File: src/rtl/stopwatch_ctrl.sv
// Stopwatch sequencer: button press decode, tick prescaler, counter clear and lap-hold display.
// Outputs are registered; presses take effect on the edge they are sampled.
module stopwatch_ctrl #(
  parameter int digit_regs = 4,
  parameter int TICK_DIV   = 50000
) (
  input  logic                  clk,
  input  logic                  rst,
  input  logic                  btn_ss,
  input  logic                  btn_lr,
  input  logic [digit_regs-1:0] tens,
  input  logic [digit_regs-1:0] ones,
  output logic                  cnt_en,
  output logic                  cnt_clr,
  output logic [digit_regs-1:0] disp_tens,
  output logic [digit_regs-1:0] disp_ones,
  output logic [1:0]            state
);

  localparam int DW = (TICK_DIV > 2) ? $clog2(TICK_DIV) : 1;
  localparam logic [DW-1:0] DIV_MAX = DW'(TICK_DIV - 1);

  typedef enum logic [1:0] {
    IDLE  = 2'd0,
    RUN   = 2'd1,
    LAP   = 2'd2,
    PAUSE = 2'd3
  } state_t;

  state_t                st;
  logic [DW-1:0]         div;
  logic                  ss_prev;
  logic                  lr_prev;
  logic [digit_regs-1:0] hold_tens;
  logic [digit_regs-1:0] hold_ones;

  logic ss_p;
  logic lr_p;
  logic wrap;

  // lr is only honoured when ss is not pressed in the same cycle
  assign ss_p  = btn_ss & ~ss_prev;
  assign lr_p  = btn_lr & ~lr_prev & ~ss_p;
  assign wrap  = (div == DIV_MAX);
  assign state = st;

  always_ff @(posedge clk or negedge rst) begin
    if (!rst) begin
      st        <= IDLE;
      div       <= '0;
      ss_prev   <= 1'b1;
      lr_prev   <= 1'b1;
      cnt_en    <= 1'b0;
      cnt_clr   <= 1'b0;
      disp_tens <= '0;
      disp_ones <= '0;
      hold_tens <= '0;
      hold_ones <= '0;
    end else begin
      ss_prev   <= btn_ss;
      lr_prev   <= btn_lr;
      cnt_en    <= 1'b0;
      cnt_clr   <= 1'b0;
      disp_tens <= tens;
      disp_ones <= ones;
      case (st)
        IDLE: begin
          div <= '0;
          if (ss_p) st <= RUN;
        end
        RUN, LAP: begin
          div <= wrap ? '0 : div + 1'b1;
          // a pause press swallows the tick that wraps on the same edge
          if (ss_p) begin
            st <= PAUSE;
          end else begin
            cnt_en <= wrap;
            if (lr_p) begin
              if (st == RUN) begin
                st        <= LAP;
                hold_tens <= tens;
                hold_ones <= ones;
              end else begin
                st <= RUN;
              end
            end else if (st == LAP) begin
              disp_tens <= hold_tens;
              disp_ones <= hold_ones;
            end
          end
        end
        PAUSE: begin
          if (ss_p) begin
            st <= RUN;
          end else if (lr_p) begin
            st      <= IDLE;
            div     <= '0;
            cnt_clr <= 1'b1;
          end
        end
        default: st <= IDLE;
      endcase
    end
  end

endmodule

File: config.mk
export PLATFORM = sky130hd
export DESIGN_NAME = stopwatch_ctrl
export DESIGN_NICKNAME = d
export VERILOG_FILES = /design/src/rtl/stopwatch_ctrl.sv
export SDC_FILE = /design/constraint.sdc
export NUM_CORES = 1
export LEC_CHECK = 0
export ABC_AREA = 1
export CAP_MARGIN = 10
export CORE_MARGIN = 3
export CORE_UTILIZATION = 30
export DETAILED_ROUTE_END_ITERATION = 12
export SETUP_SLACK_MARGIN = 0.2
export SYNTH_ARGS = -nofsm -noshare
export SYNTH_HDL_FRONTEND = slang
export SYNTH_SLANG_ARGS = --single-unit
File: constraint.sdc
create_clock -name clk -period 1.85 [get_ports clk]
set_input_delay 0.37 -clock clk [delete_from_list [all_inputs] [get_ports clk]]
set_output_delay 0.37 -clock clk [all_outputs]
set_load 0.005 [all_outputs]
==> results.md <==
- The worst setup skew after layout is 0.00826 ns.
- The number of buffers created by CTS is 5.
- The number of buffers added on ports is 23.
- The net count reported at finish is 300.
- Dividing the detail-routed wire length by the instance count gives 11.5 um.
- The total nets after synthesis is 269.
- The per-instance average area after synthesis is 8.09 um^2.
- The number of placed instances, taps included, is 351.
- The global route total overflow is 0.
- In the global route stage, overall resource usage came out at 0.117.
- The hold buffer count at cts is 0.
- Counting flops and latches in the post-synthesis netlist gives 38.
- The final max-slew violation count came to 0.
- Counting cells, the worst reg-to-reg path comes to 7.
- The width of the die is 88.1 um.
- The wire length of the first global-routing pass is 7130 um.
- For this configuration, the core starts out at a cell density of 0.315.
- The I/O pin total is 24.
- At the end of routability-driven placement, the weighted congestion stood at 0.845.
- Along the worst path, the maximum fanout reaches 4.
- The clock insertion delay at the later pin of the skew report is 0.29 ns.
- The CTS tree is yes.
- The post-route clock period utilization is 0.852.
- The HPWL after detailed placement is 2960 um.
- Row generation in the floorplan step produced 29 rows.
- The worst setup path is captured at a primary output.
- Once placement finished, the instance area stood at 2350 um^2.
- The min-delay analysis places its worst path in the category in -> async.
- The signal on the critical path passes through clkdlybuf4s50_1.
- The design area is 2490 um^2.
- The leakage power of the design is 1.17 nW.
- After detailed routing, the total wire length is 4140 um.
- The detail route stage leaves a number of antenna-violating nets equal to 0.
- The flow ran to the end, and the final reports show no timing, DRC or antenna violations.
- Headroom to the max-slew limit came out at 0.671.
- The die footprint is 7760 um^2.
- The maximum level of the CTS H-tree is 2.
- The number of antenna diodes in the final layout is 0.
- Measured along the y axis, the die boundary spans 88.1 um.
- The number of antenna violations at the first check in global routing is 0.
- The number of instances in the synthesized netlist is 250.
- Yosys mapped the design onto 28 distinct sky130hd cell types.
- The first detailed-routing pass took 4 iterations.
- The hold violation total from the final report is 0.
- On the final layout, the worst hold slack is 0.120 ns.
- The tree is rooted in a sky130_fd_sc_hd__clkbuf_8.
- The library cell contributing the largest single delay on the critical path is sky130_fd_sc_hd__clkdlybuf4s50_1.
- The data arrival at the endpoint of the critical path is 1.21 ns.
- The routed design could run at a clock period as short as 1.58 ns.
- CTS saw 38 sinks.
- After the first detailed-routing iteration, the DRC count stood at 146.
- For this design the ratio of total power to cell area is 1100 nW/um^2.
- For this run, the slowest stage of the critical path takes 0.52 ns.
- The worst register-to-register path begins at state[1].
- In the routed layout, each cell is associated on average with a via count of 4.60.
- The share of layout cells above drive strength 1 is 0.124.
- Yosys printed 0 warnings.
- The type of the worst setup path is reg -> out.
- Setup violations remaining at the end of the flow were counted as 0.
- In the routed design, unresolved DRC markers number 0.
- The slack of the worst reg-to-reg path is 0.34 ns.
- STA puts the critical path data required time at 1.48 ns.
- Timing would allow up to 0.635 GHz.
- After floorplanning, the core was sized to cover 6420 um^2.
- The count of buffer and inverter cells on the critical path is 1.
- The worst ir drop on vdd is 0.528 mV.
- The non-filler instance count after layout is 359.
- The pin slew with the least headroom to its limit is 0.494 ns.
- The number of global-route vias before repair came to 1551.
- The total power draw is 2.75 mW.
- The area growth from synthesis to layout is 23.0%.
- Setup repair after global routing left no endpoint under its margin.
- Counting along the longest clock path gives a buffer depth of 2.
- The cell family contributing the most delay on the critical path is buffers and inverters.
- The capturing point of the worst reg2reg path is state[1].
- The post-synthesis sequential area ratio is 0.472.
- The netlist area before placement is 2020 um^2.
- The tool flagged a number of max-cap violations equal to 0.
- Adding up every negative setup slack in the final design gives 0 ns.
- After clock tree synthesis, the clock-pin slew on the worst setup and hold paths is 0.08 ns.
- Entering global routing, the biggest net connects 39 pins.
- Summing over every cut layer, the via total after detailed routing is 1650.
- STA classifies the critical path startpoint as a flip-flop.
sequential cells by signal, indices dropped and copies added, names as in the netlist:
register,cells
div,16
disp_ones,4
disp_tens,4
hold_ones,4
hold_tens,4
state,2
cnt_clr,1
cnt_en,1
lr_prev,1
ss_prev,1
logic make-up after synthesis:
group	Yosys count	synth area share
buffers and inverters	39	0.0798
flip-flops	38	0.472
AND/OR/NAND/NOR	129	0.295
adder cells (fa/ha/maj)	7	0.0433
AO/OA/AOI/OAI	33	0.0928
XOR/XNOR	4	0.0173
synth_stat cells:
cell,number,share of area
sky130_fd_sc_hd__xor2_1,4,0.017
sky130_fd_sc_hd__dfrtp_1,36,0.45
sky130_fd_sc_hd__a31oi_1,1,0.0031
sky130_fd_sc_hd__inv_1,33,0.061
sky130_fd_sc_hd__buf_2,3,0.0074
sky130_fd_sc_hd__nand2_2,5,0.015
sky130_fd_sc_hd__a21oi_1,10,0.025
sky130_fd_sc_hd__o21ai_0,16,0.040
sky130_fd_sc_hd__nand3b_1,1,0.0037
sky130_fd_sc_hd__nand2_1,57,0.11
sky130_fd_sc_hd__nand4_2,1,0.0062
sky130_fd_sc_hd__nand3_1,16,0.040
sky130_fd_sc_hd__o21bai_1,2,0.0074
sky130_fd_sc_hd__inv_2,2,0.0037
sky130_fd_sc_hd__nand4_1,7,0.022
sky130_fd_sc_hd__nand3_2,2,0.0099
sky130_fd_sc_hd__a21boi_1,1,0.0037
sky130_fd_sc_hd__ha_1,7,0.043
sky130_fd_sc_hd__nor3_2,1,0.0050
sky130_fd_sc_hd__nor2_1,34,0.063
sky130_fd_sc_hd__o211ai_1,1,0.0037
sky130_fd_sc_hd__buf_8,1,0.0074
sky130_fd_sc_hd__nor2_4,3,0.017
sky130_fd_sc_hd__a21oi_4,1,0.0080
sky130_fd_sc_hd__o21ai_1,1,0.0025
sky130_fd_sc_hd__dfstp_2,2,0.026
sky130_fd_sc_hd__nor3_1,1,0.0025
sky130_fd_sc_hd__nand2_4,1,0.0056
where the power goes:
| group | internal, mW | leakage [nW] | switching [mW] |
|---|---|---|---|
| Combinational | 0.406 | 0.627 | 0.522 |
| Sequential | 1.01 | 0.487 | 0.113 |
| Clock | 0.397 | 0.0579 | 0.299 |
repair_timing:
item	CTS	global route
setup buffers	0	0
endpoints found under the setup margin	13	12
gates resized for setup	4	2
worst max path at each step:
stage	slack, ns	end	from	cells past startpoint
5_1_grt	0.20	div[15]	state[1]	8
4_1_cts	0.24	div[15]	state[1]	8
6_report	0.27	state[1]	state[1]	1
3_3_place_gp	0.07	div[2]	btn_lr	8
3_5_place_dp	0.05	div[3]	btn_lr	8
2_1_floorplan	0.25	disp_tens[1]	state[0]	7
metal layers:
layer / global-route usage / up-vias / share of wire / routed length [um]
li1: - / 852 / - / -
met4: 0.0371 / 0 / 0.018 / 74
met1: 0.163 / 747 / 0.51 / 2110
met5: 0 / - / 0 / 0
met3: 0.0301 / 10 / 0.042 / 174
met2: 0.179 / 41 / 0.43 / 1790
through the flow:
stage          worst slack [ns]  utilization
3_5_place_dp             0.0473        0.366
3_3_place_gp             0.0665        0.366
6_report                  0.274        0.387
5_1_grt                   0.201        0.387
4_1_cts                   0.239        0.385
2_1_floorplan             0.254            -
final cells by class:
cell class                 count  area (um^2)
sequential                    38          953
fill                         652         3940
timing repair buffer          28          262
clock inverter                 3         40.0
multi-input combinational    173          935
clock buffer                   5         68.8
inverter                      35          131
tap                           77         96.3
placed cells by master, fill, tap and decap left out, types with 7 or more instances in the layout:
master / n
sky130_fd_sc_hd__a21oi_1: 9
sky130_fd_sc_hd__o21ai_0: 16
sky130_fd_sc_hd__dfrtp_1: 36
sky130_fd_sc_hd__nand3_1: 16
sky130_fd_sc_hd__clkdlybuf4s50_1: 21
sky130_fd_sc_hd__inv_1: 33
sky130_fd_sc_hd__nand2_1: 57
sky130_fd_sc_hd__nand4_1: 7
sky130_fd_sc_hd__nor2_1: 34
Power figures use the tool's default switching activity.
